### config.mk
export PLATFORM = sky130hd
export DESIGN_NAME = lbm_lane_mapper
export DESIGN_NICKNAME = d
export VERILOG_FILES = /design/src/rtl/lbm_pkg.sv /design/src/rtl/lbm_sync_fifo.sv /design/src/rtl/lbm_lane_mapper.sv
export SDC_FILE = /design/constraint.sdc
export NUM_CORES = 1
export LEC_CHECK = 0
export BUFFER_PORTS_ARGS = -buffer_cell sky130_fd_sc_hd__buf_2
export CAP_MARGIN = 15
export CORE_MARGIN = 2
export CORE_UTILIZATION = 42
export CTS_BUF_LIST = sky130_fd_sc_hd__clkbuf_4 sky130_fd_sc_hd__clkbuf_8
export CTS_CLUSTER_SIZE = 16
export DETAILED_ROUTE_END_ITERATION = 8
export GPL_ROUTABILITY_DRIVEN = 0
export PLACE_DENSITY_LB_ADDON = 0.25
export SLEW_MARGIN = 20
export SYNTH_ARGS = -nofsm -noshare
export SYNTH_HDL_FRONTEND = slang
export SYNTH_SLANG_ARGS = --single-unit
### constraint.sdc
create_clock -name clk -period 4 [get_ports clk]
set_input_delay 0.4 -clock clk [delete_from_list [all_inputs] [get_ports clk]]
set_output_delay 0.4 -clock clk [all_outputs]
set_load 0.005 [all_outputs]
### src/rtl/lbm_pkg.sv
// lbm_pkg: shared definitions for the lane mapper.
//   - lbm_mode_e : per-beat mapping mode encodings
//   - lane_map() : applies a mapping mode to up to LBM_MAX_W lanes, of which
//                  only the low 'width' lanes are meaningful
package lbm_pkg;

  localparam int LBM_MAX_W   = 64;
  localparam int LBM_IDX_W   = $clog2(LBM_MAX_W);

  typedef enum logic [1:0] {
    MODE_PASS = 2'd0,
    MODE_REV  = 2'd1,
    MODE_MASK = 2'd2,
    MODE_ROTL = 2'd3
  } lbm_mode_e;

  typedef logic [LBM_MAX_W-1:0] lbm_lanes_t;

  // Lanes at or above 'width' are always returned as zero, so callers can
  // truncate the result to their own lane count.
  function automatic lbm_lanes_t lane_map(input lbm_lanes_t data,
                                          input logic [1:0] mode,
                                          input lbm_lanes_t mask,
                                          input int         width);
    lbm_lanes_t             res;
    logic [LBM_IDX_W-1:0]   w_dst;
    logic [LBM_IDX_W-1:0]   w_rev;
    logic [LBM_IDX_W-1:0]   w_rot;
    res = '0;
    for (int i = 0; i < LBM_MAX_W; i++) begin
      w_dst = LBM_IDX_W'(i);
      w_rev = LBM_IDX_W'(width - 1 - i);
      w_rot = LBM_IDX_W'((i + width - 1) % width);
      if (i < width) begin
        case (mode)
          MODE_PASS: res[w_dst] = data[w_dst];
          MODE_REV:  res[w_dst] = data[w_rev];
          MODE_MASK: res[w_dst] = data[w_dst] & mask[w_dst];
          MODE_ROTL: res[w_dst] = data[w_rot];
          default:   res[w_dst] = data[w_dst];
        endcase
      end else begin
        res[w_dst] = 1'b0;
      end
    end
    return res;
  endfunction

endpackage

### src/rtl/lbm_sync_fifo.sv
// lbm_sync_fifo: DEPTH-entry synchronous FIFO with first-word-fall-through read.
// Ports:
//   clk, rst        clock, synchronous active-high reset (discards contents)
//   i_push, i_wdata write request and data (ignored when full)
//   i_pop           read request (ignored when empty)
//   o_rdata         head entry, 0 when empty
//   o_full, o_empty occupancy flags
//   o_count         number of stored entries, 0..DEPTH
module lbm_sync_fifo
  import lbm_pkg::*;
#(
  parameter int WIDTH = 8,
  parameter int DEPTH = 2
) (
  input  logic                       clk,
  input  logic                       rst,
  input  logic                       i_push,
  input  logic [WIDTH-1:0]           i_wdata,
  input  logic                       i_pop,
  output logic [WIDTH-1:0]           o_rdata,
  output logic                       o_full,
  output logic                       o_empty,
  output logic [$clog2(DEPTH):0]     o_count
);

  localparam int AW = $clog2(DEPTH);

  logic [WIDTH-1:0] r_mem [DEPTH];
  logic [AW-1:0]    r_wr_ptr;
  logic [AW-1:0]    r_rd_ptr;
  logic [AW:0]      r_count;
  logic             w_push;
  logic             w_pop;

  assign o_full  = (r_count == (AW+1)'(DEPTH));
  assign o_empty = (r_count == (AW+1)'(0));
  assign o_count = r_count;
  assign w_push  = i_push && !o_full;
  assign w_pop   = i_pop && !o_empty;
  assign o_rdata = o_empty ? {WIDTH{1'b0}} : r_mem[r_rd_ptr];

  // Storage array; contents are only visible through the empty-gated read.
  always_ff @(posedge clk) begin
    if (w_push && !rst) begin
      r_mem[r_wr_ptr] <= i_wdata;
    end
  end

  // Pointers and occupancy; pointers wrap naturally at DEPTH.
  always_ff @(posedge clk) begin
    if (rst) begin
      r_wr_ptr <= AW'(0);
      r_rd_ptr <= AW'(0);
      r_count  <= (AW+1)'(0);
    end else begin
      if (w_push) begin
        r_wr_ptr <= r_wr_ptr + AW'(1);
      end
      if (w_pop) begin
        r_rd_ptr <= r_rd_ptr + AW'(1);
      end
      case ({w_push, w_pop})
        2'b10:   r_count <= r_count + (AW+1)'(1);
        2'b01:   r_count <= r_count - (AW+1)'(1);
        default: r_count <= r_count;
      endcase
    end
  end

endmodule

### src/rtl/lbm_lane_mapper.sv
// lbm_lane_mapper: maps each accepted beat (pass/reverse/mask/rotate-left)
// and buffers the result in an output FIFO; counts non-zero accepted beats.
// Ports:
//   clk, rst             clock, synchronous active-high reset
//   in_valid/in_ready    input handshake; in_data, mode, lane_en sampled on accept
//   out_valid/out_ready  output handshake; out_data is the FIFO head (0 when empty)
//   active_cnt           saturating count of accepted beats with any lane set
//   any_seen             sticky: a non-zero beat has been accepted since reset
module lbm_lane_mapper
  import lbm_pkg::*;
#(
  parameter int WIDTH = 8,
  parameter int DEPTH = 2,
  parameter int CNT_W = 16
) (
  input  logic             clk,
  input  logic             rst,
  input  logic             in_valid,
  output logic             in_ready,
  input  logic [WIDTH-1:0] in_data,
  input  logic [1:0]       mode,
  input  logic [WIDTH-1:0] lane_en,
  output logic             out_valid,
  input  logic             out_ready,
  output logic [WIDTH-1:0] out_data,
  output logic [CNT_W-1:0] active_cnt,
  output logic             any_seen
);

  localparam int CW = $clog2(DEPTH) + 1;

  logic [WIDTH-1:0] w_mapped;
  logic             w_accept;
  logic             w_full;
  logic             w_empty;
  logic [CW-1:0]    w_count;
  logic [CNT_W-1:0] r_active_cnt;
  logic             r_any_seen;

  // Occupancy and the full flag are cross-checked so a single bad flag can
  // never admit a push into a full FIFO. No pass-through when full.
  assign in_ready  = !rst && !w_full && (w_count < CW'(DEPTH));
  assign w_accept  = in_valid && in_ready;
  assign w_mapped  = WIDTH'(lane_map(LBM_MAX_W'(in_data), mode,
                                     LBM_MAX_W'(lane_en), WIDTH));
  assign out_valid = !w_empty;

  lbm_sync_fifo #(
    .WIDTH (WIDTH),
    .DEPTH (DEPTH)
  ) u_fifo (
    .clk     (clk),
    .rst     (rst),
    .i_push  (w_accept),
    .i_wdata (w_mapped),
    .i_pop   (out_ready),
    .o_rdata (out_data),
    .o_full  (w_full),
    .o_empty (w_empty),
    .o_count (w_count)
  );

  // Activity tracking uses the raw beat, before any lane masking.
  always_ff @(posedge clk) begin
    if (rst) begin
      r_active_cnt <= {CNT_W{1'b0}};
      r_any_seen   <= 1'b0;
    end else if (w_accept && (|in_data)) begin
      if (r_active_cnt != {CNT_W{1'b1}}) begin
        r_active_cnt <= r_active_cnt + CNT_W'(1);
      end else begin
        r_active_cnt <= r_active_cnt;
      end
      r_any_seen <= 1'b1;
    end else begin
      r_active_cnt <= r_active_cnt;
      r_any_seen   <= r_any_seen;
    end
  end

  assign active_cnt = r_active_cnt;
  assign any_seen   = r_any_seen;

endmodule
== After elaboration in Yosys (flattened, before gate mapping) ==
Memories as Yosys holds them, arrays and structs flattened. A register that Yosys moved wholly into a read port is not among the register bits.
Cells that the tools add are included.
Widths: inputs -> output; s select.

* ROM bits: 0
* Memories kept: 1
* Bits in latches: 0
* Logic and storage cells: 57
* Memory bits (writable): 16
* Output and inout bits: 27
* Register bits after elaboration: 21
* Input bits: 22

* Equal/unequal tests: 7
* $mul: 0
* $lt $le $gt $ge: 1
* Bitwise operators: 8
* Reduce and logical (&&, ||, !) cells: 16
* Div/mod/pow operators: 0
* Shift-type cells: 0
* Mux-type cells: 14
* Add/sub/neg operators: 5

{| class="wikitable"
|+ Memory list
! name !! depth !! bits a word !! rd ports !! clocked after memory_dff !! write ports !! line !! RTL
|-
| u_fifo.r_mem || 2 || 8 || 1 || 1 || 1 || lbm_sync_fifo.sv:28 || <nowiki>logic [WIDTH-1:0] r_mem [DEPTH];</nowiki>
|}

{| class="wikitable"
|+ Operators with widths
! cell !! number
|-
| $pmux 1 s4 || 6
|-
| $add 16x1->16 const B || 1
|-
| $ne 16x16->1 const B || 1
|-
| $and 1x1->1 || 8
|-
| $eq 2x2->1 const B || 4
|-
| $mux 8 || 1
|-
| $reduce_or 8->1 || 1
|-
| $logic_and 1x1->1 || 7
|-
| $pmux 1 s3 || 2
|-
| $eq 2x1->1 const B || 2
|-
| $logic_not 2->1 || 2
|-
| $mux 1 || 4
|-
| $pmux 2 s2 || 1
|-
| $logic_not 1->1 || 3
|-
| $add 1x1->1 const B || 2
|-
| $add 2x1->2 const B || 1
|-
| $lt 2x2->1 const B || 1
|-
| $reduce_and 2->1 || 1
|-
| $reduce_bool 2->1 || 1
|-
| $reduce_or 2->1 || 1
|-
| $sub 2x1->2 const B || 1
|}

== Longest topological paths before layout ==
Gate-level depths: netlist (run 1).

* Word-level depth: 9
* Gate-level depth with buffers: 8
* Gate-level depth less buffers: 6

== Modules after synthesis ==
A second synthesis (run 1) with hierarchy kept.

* Cells, all modules: 202
* Area, all modules: 2034.5 sq um

{| class="wikitable"
|+ Modules (own cells, without submodules)
! module !! cells an instance !! times used !! seq. area each (sq um) !! area each (sq um)
|-
| lbm_lane_mapper || 143 || 1 || 340.3 || 1214.9
|-
| lbm_sync_fifo || 59 || 1 || 580.6 || 819.5
|}

== Worst setup path before layout (run 1) ==
OpenSTA, ideal clock, no wires.

* Kind: input to register
* Start point: input port rst
* End point: register r_active_cnt[11], in the netlist active_cnt[11]
* Stages: 7
* Required time: 3.877 ns
* Buffers on the path: 2
* Setup time: 0.123 ns
* Arrival time: 1.850 ns
* Slack: 2.026 ns
* Cell sequence: buf_6 or3b_1 buf_2 a21o_4 nor3_2 nand4_1 mux2_1

* Longest elaborated chain between the ends: 6

{| class="wikitable"
|+ Ends and longest elaborated chain
! what !! line !! RTL
|-
| start, declared || lbm_lane_mapper.sv:17 || <nowiki>input logic rst,</nowiki>
|-
| $logic_not 1->1 || lbm_lane_mapper.sv:42 || <nowiki>assign in_ready = !rst && !w_full && (w_count < CW'(DEPTH));</nowiki>
|-
| $logic_and 1x1->1 (2 in a row) || lbm_lane_mapper.sv:42 ||
|-
| $logic_and 1x1->1 || lbm_lane_mapper.sv:43 || <nowiki>assign w_accept = in_valid && in_ready;</nowiki>
|-
| $logic_and 1x1->1 || lbm_lane_mapper.sv:68 || <nowiki>end else if (w_accept && (|in_data)) begin</nowiki>
|-
| $reduce_and 2->1 (no line) || n/a ||
|-
| end signal, assigned || lbm_lane_mapper.sv:66 || <nowiki>r_active_cnt <= {CNT_W{1'b0}};</nowiki>
|-
| end signal, assigned || lbm_lane_mapper.sv:70 || <nowiki>r_active_cnt <= r_active_cnt + CNT_W'(1);</nowiki>
|-
| end signal, assigned || lbm_lane_mapper.sv:72 || <nowiki>r_active_cnt <= r_active_cnt;</nowiki>
|-
| end, declared || lbm_lane_mapper.sv:37 || <nowiki>logic [CNT_W-1:0] r_active_cnt;</nowiki>
|}

Several ways; a longest one is shown, not always the timed one.
A chain may end at the register's enable or synchronous reset.

== Final worst setup path (run 1) ==
* Start point: register r_active_cnt[0], in the netlist active_cnt[0]
* End point: register r_active_cnt[6], in the netlist active_cnt[6]

* Longest elaborated chain between the ends: 2
* Elaborated cells on any way between the ends: 3
* Those cells by class: add/sub (1); eq/ne (1); reduce/logical (1)

{| class="wikitable"
|+ Ends and longest elaborated chain
! what
|-
| parallel branches: the longest is 2 deep, another holds $add 16x1->16
|}

Parallel ways; which one is timed is not known.

==> run_results.csv, run 1 <==
group,metric,value,unit
outcome,outcome,"completed",
yosys,syn_inst,186,
place,pre_cts_ws,1.689,ns
pwr,combPwrFrac,23.6,%
floorplan,row_count,24,
yosys,yosysUniqueCellTypes,33,
grt,grt_pass1_vias,1475,
timing,fin_crit_sh,51.25,%
yosys,yosysSeqAreaShare,49.00,%
yosys,synth_seq_cells,38,
cts,clkSinkCount,38,
pwr,powerDensity,423.6,mW/mm²
place,io_buffers,48,
floorplan,fp.dieH,70.89,µm
cts,cts-root-buf,"clkbuf_8",
cts,cts_hold_buf,0,
timing,period_minus_slack,2.050,ns
final_layout,drive_above_1_share,29.49,%
routing,ant_nets,0,
yosys,ys.flop_type,"dfxtp_1",
cts,post_cts_buffers,0,
cts,clk_latency,0.28,ns
cts,cts_buffer_depth,2,
final_layout,fillerInstances,417,
hold_path,hold_depth,2,
timing,clock.fmax,487.8,MHz
hold_path,hp-start,"any_seen",
pwr,switching_share,29.78,%
timing,skew,0.004803,ns
timing,setup_tns,0,ns
final_layout,final_nets,257,
grt,use_met2,27.93,%
critical_path,r2r-start,"active_cnt[0]",
timing,setup_viol,0,
routing,drt-initial-drc-count,101,
final_layout,final_cell_mix,"48 x buf_2, 31 x nor2_1, 22 x dfxtp_1",
routing,via_per_inst,5.182,
final_layout,area_delta_synth_final,18.44,%
grt,grt.busiest_layer,"met2",
cts,cts_buffers,5,
critical_path,critPathCaptureType,"register",
cts,clkTransAtPathRegs,0.07,ns
pwr,ir_worst_vdd,0.0001837,V
pwr,pwr-share-clk,26.3,%
grt,grt_pass1_wl,6.782,mm
critical_path,critPathLaunchType,"register",
routing,post_drt_wl_per_cell,13.79,µm
floorplan,start_util,43.46,%
grt,antenna_found_initial,0,
place,dp_hpwl,2.877,mm
yosys,synth_area_per_cell,10.10,µm²
routing,drtPass1Iterations,4,
pwr,power.leakage,0.8632,nW
floorplan,die_area,0.005025,mm²
pwr,intPower,0.0006621,W
final_layout,layout_commonest_cell,"buf_2",
cts,h-tree-depth,2,
grt,track_usage,16.80,%
pwr,seq_power_share,50.1,%
grt,grt_max_degree,27,
yosys,async_flop_share,0,%
cts,cts_resized,0,
yosys,synth_edf_count,16,
yosys,syn-num-nets,210,
floorplan,pin_count,49,
yosys,synthesis.area,0.001879,mm²
critical_path,reg2reg_slack,1.95,ns
hold_path,min_path_type,"reg -> reg",
final_layout,antenna_cells,0,
hold_path,whs_endpoint,"any_seen",
floorplan,die_w,70.89,µm
yosys,yosys_warnings,0,
routing,routed_wl,3.944,mm
grt,met1_usage,22.02,%
routing,drc,0,
critical_path,cp.required,4.16,ns
timing,layout_setup_ws,1.950,ns
job,drv_cap,0,
critical_path,critical_path_class,"reg -> reg",
timing,worst_pin_slew,0.7093,ns
timing,hold_viol_final,0,
timing,slew_violations,0,
cts,cts_tree,"built",
critical_path,path_max_fanout,12,
grt,met3_usage,3.419,%
critical_path,rr_endpoint,"active_cnt[6]",
timing,slew_headroom,52.54,%
critical_path,critPathArrivalTime,2.21,ns
critical_path,r2r_cells,7,
grt,grt_overflow,0,
routing,vias,1482,
pwr,switchingPower,0.0002808,W
floorplan,core_area,0.004324,mm²
timing,rsz0062_at_grt,"false",
==> routing by layer <==
layer / share of wire, % / vias to the layer above
li1: - / 754
met1: 46 / 690
met2: 49 / 36
met3: 3.8 / 2
met4: 0.63 / 0
met5: 0 / -
==> cell type report <==
| type | count | area (µm²) | area share [%] |
|---|---|---|---|
| clock inverter | 3 | 16.27 | 0.7307 |
| clock buffer | 5 | 68.82 | 3.092 |
| tap | 52 | 65.06 | 2.923 |
| inverter | 3 | 11.26 | 0.5059 |
| multi-input combinational | 136 | 895.9 | 40.25 |
| sequential | 38 | 920.9 | 41.37 |
| timing repair buffer | 49 | 247.7 | 11.13 |
==> stage by stage <==
stage	instance area [µm²]	power [W]	std cells	utilization, %	hold WS (ns)
final	2226	0.0009429	286	51.48	0.4549
after global routing	2226	0.001002	286	51.48	0.4988
after CTS	2226	0.0009557	286	51.48	0.4568
after detailed placement	2141	0.0007064	278	49.51	0.4457
after global placement	2141	0.0006976	278	49.51	0.4644
after floorplan	1879	0.0006215	186	-	0.4421
==> state kept, by name, indices dropped and copies added (netlist names), named ones only <==
register,cells
u_fifo.r_rd_ptr,1
any_seen,1
active_cnt,16
u_fifo.r_wr_ptr,1
u_fifo.o_count,2
u_fifo.r_mem,16
==> power groups by stage <==
stage | registers, W | clock network [W] | logic, W
2_1_floorplan | 0.000464 | 0 | 0.000158
3_3_place_gp | 0.000480 | 0 | 0.000217
3_5_place_dp | 0.000482 | 0 | 0.000224
4_1_cts | 0.000473 | 0.000256 | 0.000227
5_1_grt | 0.000478 | 0.000273 | 0.000252
6_report | 0.000472 | 0.000248 | 0.000223
==> synthesized netlist by cell type (all sizes together), types with 2 or more instances <==
cell	n	share of area [%]
inv	3	0.60
clkbuf	5	1.0
nor2b	3	1.0
nor4	10	5.5
mux2	8	4.8
xnor2	14	6.5
and3	3	1.0
edfxtp	16	26
a21oi	3	0.80
nor2	31	6.2
nor3	3	1.1
buf	4	1.7
o21ai	18	4.8
mux2i	8	4.3
ha	2	1.3
nand2	11	2.2
dfxtp	22	23
xor2	2	0.93
nand3	6	1.6
nand4	6	2.0
==> worst max path at each step <==
stage / depth (start not counted) / startpoint / endpoint
final: 7 / active_cnt[0] / active_cnt[6]
after detailed placement: 6 / rst / active_cnt[13]
after floorplan: 7 / rst / active_cnt[11]
after CTS: 5 / u_fifo.o_count[0] / u_fifo.o_count[1]
after global routing: 7 / active_cnt[0] / active_cnt[10]
after global placement: 6 / rst / active_cnt[11]
==> worst max-delay path, cell delays in order (launching register included) <==
cell and delay (ns):
dfxtp_1 0.42, ha_1 0.22, nand4_1 0.36, nor4_2 0.35, buf_4 0.28, nor4b_1 0.09, xnor2_1 0.15, nor2_1 0.05
==> cells by family (layout without fill, tap and decap cells) <==
group	Yosys count	after routing	synth area share (%)
muxes	16	16	9.054
and+or+nand+nor	79	79	22.97
adders and majority gates	2	2	1.331
AOI/OAI and AO/OA	23	23	6.857
xor gates and xnor gates	16	16	7.457
buffers and inverters	12	60	3.329
DFF	38	38	49.00
No activity file was read; power rests on OpenSTA's default activity.
==> inputs of run 2 (changes only) <==
==> constraint.sdc (replaced) <==
create_clock -name clk -period 1.8 [get_ports clk]
set_input_delay 0.18 -clock clk [delete_from_list [all_inputs] [get_ports clk]]
set_output_delay 0.18 -clock clk [all_outputs]
set_load 0.005 [all_outputs]
==> run_results.csv, run 2 (synthesized netlist as in run 1, its figures left out) <==
group,metric,value,unit
floorplan,fp.dieH,70.89,µm
routing,via_per_inst,5.103,
critical_path,path_max_fanout,8,
final_layout,layout_commonest_cell,"buf_2",
cts,cts-root-buf,"clkbuf_8",
routing,drt-initial-drc-count,98,
critical_path,crit_buf_inv,0,
final_layout,drive_above_1_share,36.14,%
floorplan,start_util,43.46,%
floorplan,core_area,0.004324,mm²
grt,track_usage,16.93,%
routing,routed_wl,4.084,mm
place,pre_cts_ws,-0.006018,ns
critical_path,critPathLaunchType,"register",
cts,cts_buffer_depth,2,
grt,grt_overflow,0,
critical_path,critical_path_class,"reg -> reg",
routing,post_drt_wl_per_cell,13.57,µm
grt,grt_pass1_vias,1446,
timing,fin_crit_sh,96.12,%
critical_path,cp.required,1.98,ns
critical_path,path_cells,"or3b_4, a21o_4, nor3_2, nand4_1, mux2_1",
place,io_buffers,48,
pwr,power.leakage,0.9636,nW
timing,hold_viol_final,0,
timing,skew,0.006973,ns
hold_path,min_path_type,"in -> reg",
floorplan,die_area,0.005025,mm²
timing,layout_setup_ws,0.06990,ns
floorplan,row_count,24,
place,dp_hpwl,2.941,mm
pwr,powerDensity,957.3,mW/mm²
grt,grt_max_degree,26,
routing,vias,1536,
cts,cts_hold_buf,0,
job,drv_cap,0,
critical_path,max_stage_delay,0.40,ns
cts,h-tree-depth,2,
critical_path,cp_top_family,"simple AND/OR/NAND/NOR gates",
timing,worst_pin_slew,0.4464,ns
cts,cts_tree,"built",
final_layout,fillerInstances,389,
timing,clock.fmax,578.0,MHz
cts,clk_latency,0.29,ns
routing,drtPass1Iterations,4,
timing,slew_violations,0,
final_layout,area_delta_synth_final,29.09,%
final_layout,final_nets,272,
floorplan,pin_count,49,
cts,cts_buffers,5,
routing,ant_nets,0,
grt,grt_pass1_wl,6.603,mm
cts,clkTransAtPathRegs,0.08,ns
timing,rsz0062_at_grt,"true",
timing,period_minus_slack,1.730,ns
final_layout,antenna_cells,0,
timing,whs,0.2392,ns
floorplan,die_w,70.89,µm
critical_path,critPathCaptureType,"register",
outcome,outcome,"completed",
place,dp_cells,291,
cts,clkSinkCount,38,
final_layout,instances_no_fill,301,
critical_path,critPathArrivalTime,1.91,ns
final_layout,final_cell_mix,"48 x buf_2, 31 x nor2_1, 20 x dfxtp_1",
pwr,ir_worst_vdd,0.0004573,V
grt,antenna_found_initial,0,
timing,slew_headroom,69.97,%
routing,drc,0,
timing,setup_viol,0,
critical_path,crit_path_top_delay_cell,"or3b_4",
==> run 2: cell types whose count changed in the layout (fill, tap and decap cells not counted), sizes merged <==
| cell | change |
|---|---|
| bufinv | +1 |
| clkinvlp | +1 |
| clkinv | -2 |
| buf | +15 |
==> run 2: metrics by stage <==
stage	instance area, µm²	setup TNS (ns)	power, W	utilization (%)
floorplan	1911	-0.01014	0.001385	-
global placement	2267	0	0.001595	52.43
detailed placement	2267	-0.01008	0.001609	52.43
CTS	2384	0	0.002335	55.12
global route	2426	-0.02569	0.002451	56.11
finish	2426	0	0.002322	56.11
==> run 2: area by class of cell <==
class	count	area [µm²]	area share, %
Sequential cell	38	928.4	38.27
Multi-Input combinational cell	136	943.4	38.89
Clock buffer	5	68.82	2.837
Inverter	3	11.26	0.4642
Clock inverter	3	45.04	1.857
Tap cell	52	65.06	2.682
Timing Repair Buffer	64	364.1	15.01
==> run 2: power breakdown <==
part,internal (W),switching (W),total [W]
Sequential,0.000978,0.0000669,0.00104
Combinational,0.000275,0.000274,0.000549
Clock,0.000412,0.000316,0.000728
==> run 2: path summary, 6_finish.rpt <==
path                                   startpoint                  to  slack (ns)  cells past startpoint
worst max-delay path            u_fifo.o_count[1]      active_cnt[13]        0.07                      5
worst min-delay path                   in_data[7]  u_fifo.r_mem[1][0]        0.24                      3
worst max register to register  u_fifo.o_count[1]      active_cnt[13]        0.07                      5
worst min register to register           any_seen            any_seen        0.44                      2
==> run 2: worst reg2reg max path, delay by kind of cell (launching register included) <==
| kind | cells | cell delay, ns |
|---|---|---|
| muxes | 1 | 0.32 |
| and+or+nand+nor | 3 | 0.75 |
| AOI/OAI and AO/OA | 1 | 0.24 |
| DFF | 1 | 0.31 |
==> run 2: metal layers <==
metal  vias to the layer above  GRT usage (%)  part of all wire (%)
met5                         -              0                     0
met4                         0          7.128                   1.8
met3                         7          4.986                   3.9
met2                        31          26.06                    46
met1                       711          22.32                    49
li1                        787              -                     -
==> run 2: what timing repair did <==
action | 4_1_cts | 5_1_grt
buffers inserted | 0 | 2
pin swaps | 0 | 4
resized for setup | 1 | 4
setup endpoints to repair | 2 | 10
==> inputs of run 3 (changes only) <==
--- a/config.mk
+++ b/config.mk
@@ -5,6 +5,7 @@
 export SDC_FILE = /design/constraint.sdc
 export NUM_CORES = 1
 export LEC_CHECK = 0
+export ABC_AREA = 1
 export BUFFER_PORTS_ARGS = -buffer_cell sky130_fd_sc_hd__buf_2
 export CAP_MARGIN = 15
 export CORE_MARGIN = 2
==> run_results.csv, run 3 <==
group,metric,value,unit
outcome,outcome,"completed",
cts,cts-root-buf,"clkbuf_8",
routing,met3_length,201,µm
cts,clk_latency,0.29,ns
final_layout,final_cell_mix,"95 x nand2_1, 55 x nor2_1, 48 x buf_2",
yosys,syn-num-nets,315,
timing,rsz0062_at_grt,"false",
floorplan,row_count,25,
yosys,synthesis.area,0.002079,mm²
floorplan,core_area,0.004755,mm²
routing,routed_wl,4.361,mm
critical_path,critical_path.startpoint,"active_cnt[0]",
yosys,synth_most_common_cell,"nand2_1",
timing,clock.fmax,639.9,MHz
critical_path,rr_endpoint,"active_cnt[11]",
yosys,synth_edf_count,16,
critical_path,max_stage_delay,0.42,ns
timing,hold_viol_final,0,
routing,vias,1912,
yosys,synth_top_area_share,23.10,%
pwr,powerDensity,967.5,mW/mm²
routing,met2_wirelength,1.927,mm
critical_path,r2r-start,"active_cnt[0]",
critical_path,cp_top_family,"simple AND/OR/NAND/NOR gates",
timing,worst_pin_slew,0.3604,ns
critical_path,path_cells,"ha_1, nand3_2, nor2_2, nand2_2, nand2_8, nand2_1, nand2_1, nor2_1",
final_layout,stdcell_area,0.002517,mm²
timing,skew,0.006188,ns
grt,antenna_found_initial,0,
job,drv_cap,0,
place,place_area,0.002399,mm²
floorplan,fp.dieH,74.37,µm
yosys,syn_inst,291,
critical_path,crit_path_top_delay_cell,"dfxtp_1",
yosys,ys.flop_type,"dfxtp_1",
routing,post_drt_wl_per_cell,10.56,µm
grt,grt_max_degree,29,
critical_path,endpoint,"active_cnt[11]",
floorplan,die_area,0.005530,mm²
critical_path,critPathArrivalTime,1.75,ns
critical_path,r2r_cells,8,
grt,track_usage,16.90,%
cts,h-tree-depth,2,
cts,clkTransAtPathRegs,0.07,ns
final_layout,utilization,52.95,%
floorplan,die_w,74.37,µm
pwr,switchingPower,0.0007496,W
timing,whs,0.1339,ns
place,io_buffers,48,
yosys,synth_area_leaders,"edfxtp_1 23%, dfxtp_1 21%, nand2_1 17%",
floorplan,start_util,43.74,%
critical_path,critical_path_class,"reg -> reg",
pwr,intPower,0.001686,W
cts,cts_buffer_depth,2,
cts,post_cts_buffers,0,
place,dp_hpwl,3.262,mm
yosys,async_flop_share,0,%
cts,cts_buffers,5,
final_layout,layout_commonest_cell,"nand2_1",
pwr,total_power,0.002436,W
critical_path,cp.required,1.99,ns
timing,period_minus_slack,1.563,ns
timing,slew_headroom,75.89,%
timing,slew_violations,0,
yosys,yosysUniqueCellTypes,24,
final_layout,drive_above_1_share,19.65,%
grt,grt_pass1_vias,1648,
grt,grt_overflow,0,
pwr,ir_worst_vdd,0.0003566,V
cts,cts_tree,"built",
yosys,synth_area_per_cell,7.146,µm²
grt,grt_pass1_wl,7.265,mm
timing,fin_crit_sh,86.82,%
floorplan,pin_count,49,
pwr,switching_share,30.78,%
critical_path,crit_top_cell,"nand2_1",
routing,drc,0,
yosys,synth_top_cell_by_area,"edfxtp_1",
critical_path,path_max_fanout,28,
final_layout,fillerInstances,475,
critical_path,critPathLaunchType,"register",
final_layout,antenna_cells,0,
final_layout,area_delta_synth_final,21.06,%
yosys,yosysSeqAreaShare,44.28,%
yosys,yosys_warnings,0,
critical_path,path_depth,8,
yosys,synth_commonest_cells,"95 x nand2_1, 55 x nor2_1, 30 x inv_1",
critical_path,crit_buf_inv,0,
yosys,synth_seq_cells,38,
timing,setup_tns,0,ns
routing,top_layer,"met4",
routing,drt-initial-drc-count,56,
critical_path,reg2reg_slack,0.24,ns
pwr,seq_power_share,45.1,%
critical_path,critPathCaptureType,"register",
hold_path,min_path_type,"in -> reg",
routing,wl_met1,2.188,mm
routing,via_per_inst,4.630,
pwr,power.leakage,1.230,nW
pwr,pwr-share-clk,29.8,%
cts,clkSinkCount,38,
routing,drtPass1Iterations,4,
routing,ant_nets,0,
timing,setup_viol,0,
pwr,combPwrFrac,25.1,%
final_layout,final_nets,369,
run 3: layout make-up:
cell class / instances / area, µm² / area share (%)
multi-input combinational: 217 / 1016 / 40.36
sequential: 38 / 920.9 / 36.58
clock buffer: 6 / 76.32 / 3.032
clock inverter: 2 / 33.78 / 1.342
tap: 67 / 83.83 / 3.330
inverter: 31 / 116.4 / 4.622
timing repair buffer: 52 / 270.3 / 10.74
run 3: cell families (layout without fill, tap and decap cells):
family | count (synthesis) | after routing | share of synthesized area [%]
compound gates | 38 | 38 | 9.867
xor+xnor | 8 | 8 | 3.370
fa+ha+maj | 2 | 2 | 1.203
buf+inv | 36 | 91 | 7.280
flops | 38 | 38 | 44.28
simple gates | 169 | 169 | 34.00
run 3: worst min-delay path by stage:
| stage | startpoint | to | slack [ns] | cells past startpoint |
|---|---|---|---|---|
| 2_1_floorplan | rst | any_seen | 0.25 | 1 |
| 3_3_place_gp | u_fifo.r_rd_ptr | u_fifo.r_rd_ptr | 0.44 | 1 |
| 3_5_place_dp | rst | any_seen | 0.44 | 2 |
| 4_1_cts | rst | any_seen | 0.13 | 2 |
| 5_1_grt | rst | u_fifo.r_wr_ptr | 0.15 | 2 |
| 6_report | rst | any_seen | 0.13 | 2 |
run 3: power groups by stage:
stage               Sequential (W)  Combinational [W]  Clock (W)
global placement           0.00112           0.000606          0
finish                     0.00110           0.000610   0.000726
floorplan                  0.00109           0.000401          0
detailed placement         0.00112           0.000614          0
CTS                        0.00110           0.000618   0.000739
global route               0.00112           0.000705   0.000776
run 3: worst register-to-register path, stage by stage, from the launching register on:
cell and delay [ns]:
dfxtp_1 0.42, ha_1 0.23, nand3_2 0.14, nor2_2 0.18
nand2_2 0.13, nand2_8 0.18, nand2_1 0.09, nand2_1 0.06
nor2_1 0.04
run 3: routing by layer:
metal	up-vias	track usage [%]
met1	833	23.08
li1	1027	-
met2	47	26.16
met3	5	4.201
met4	0	5.952
met5	-	0
run 3: through the flow:
stage	instances	setup slack, ns
after floorplan	291	0.2353
after detailed placement	405	0.1914
after CTS	413	0.1801
final	413	0.2372
after global routing	413	0.03787
after global placement	405	0.2816
run 3: timing repair:
item,4_1_cts,5_1_grt
resized for setup,0,1
endpoints found under the hold margin,0,0
endpoints found under the setup margin,0,6
hold buffers,0,0
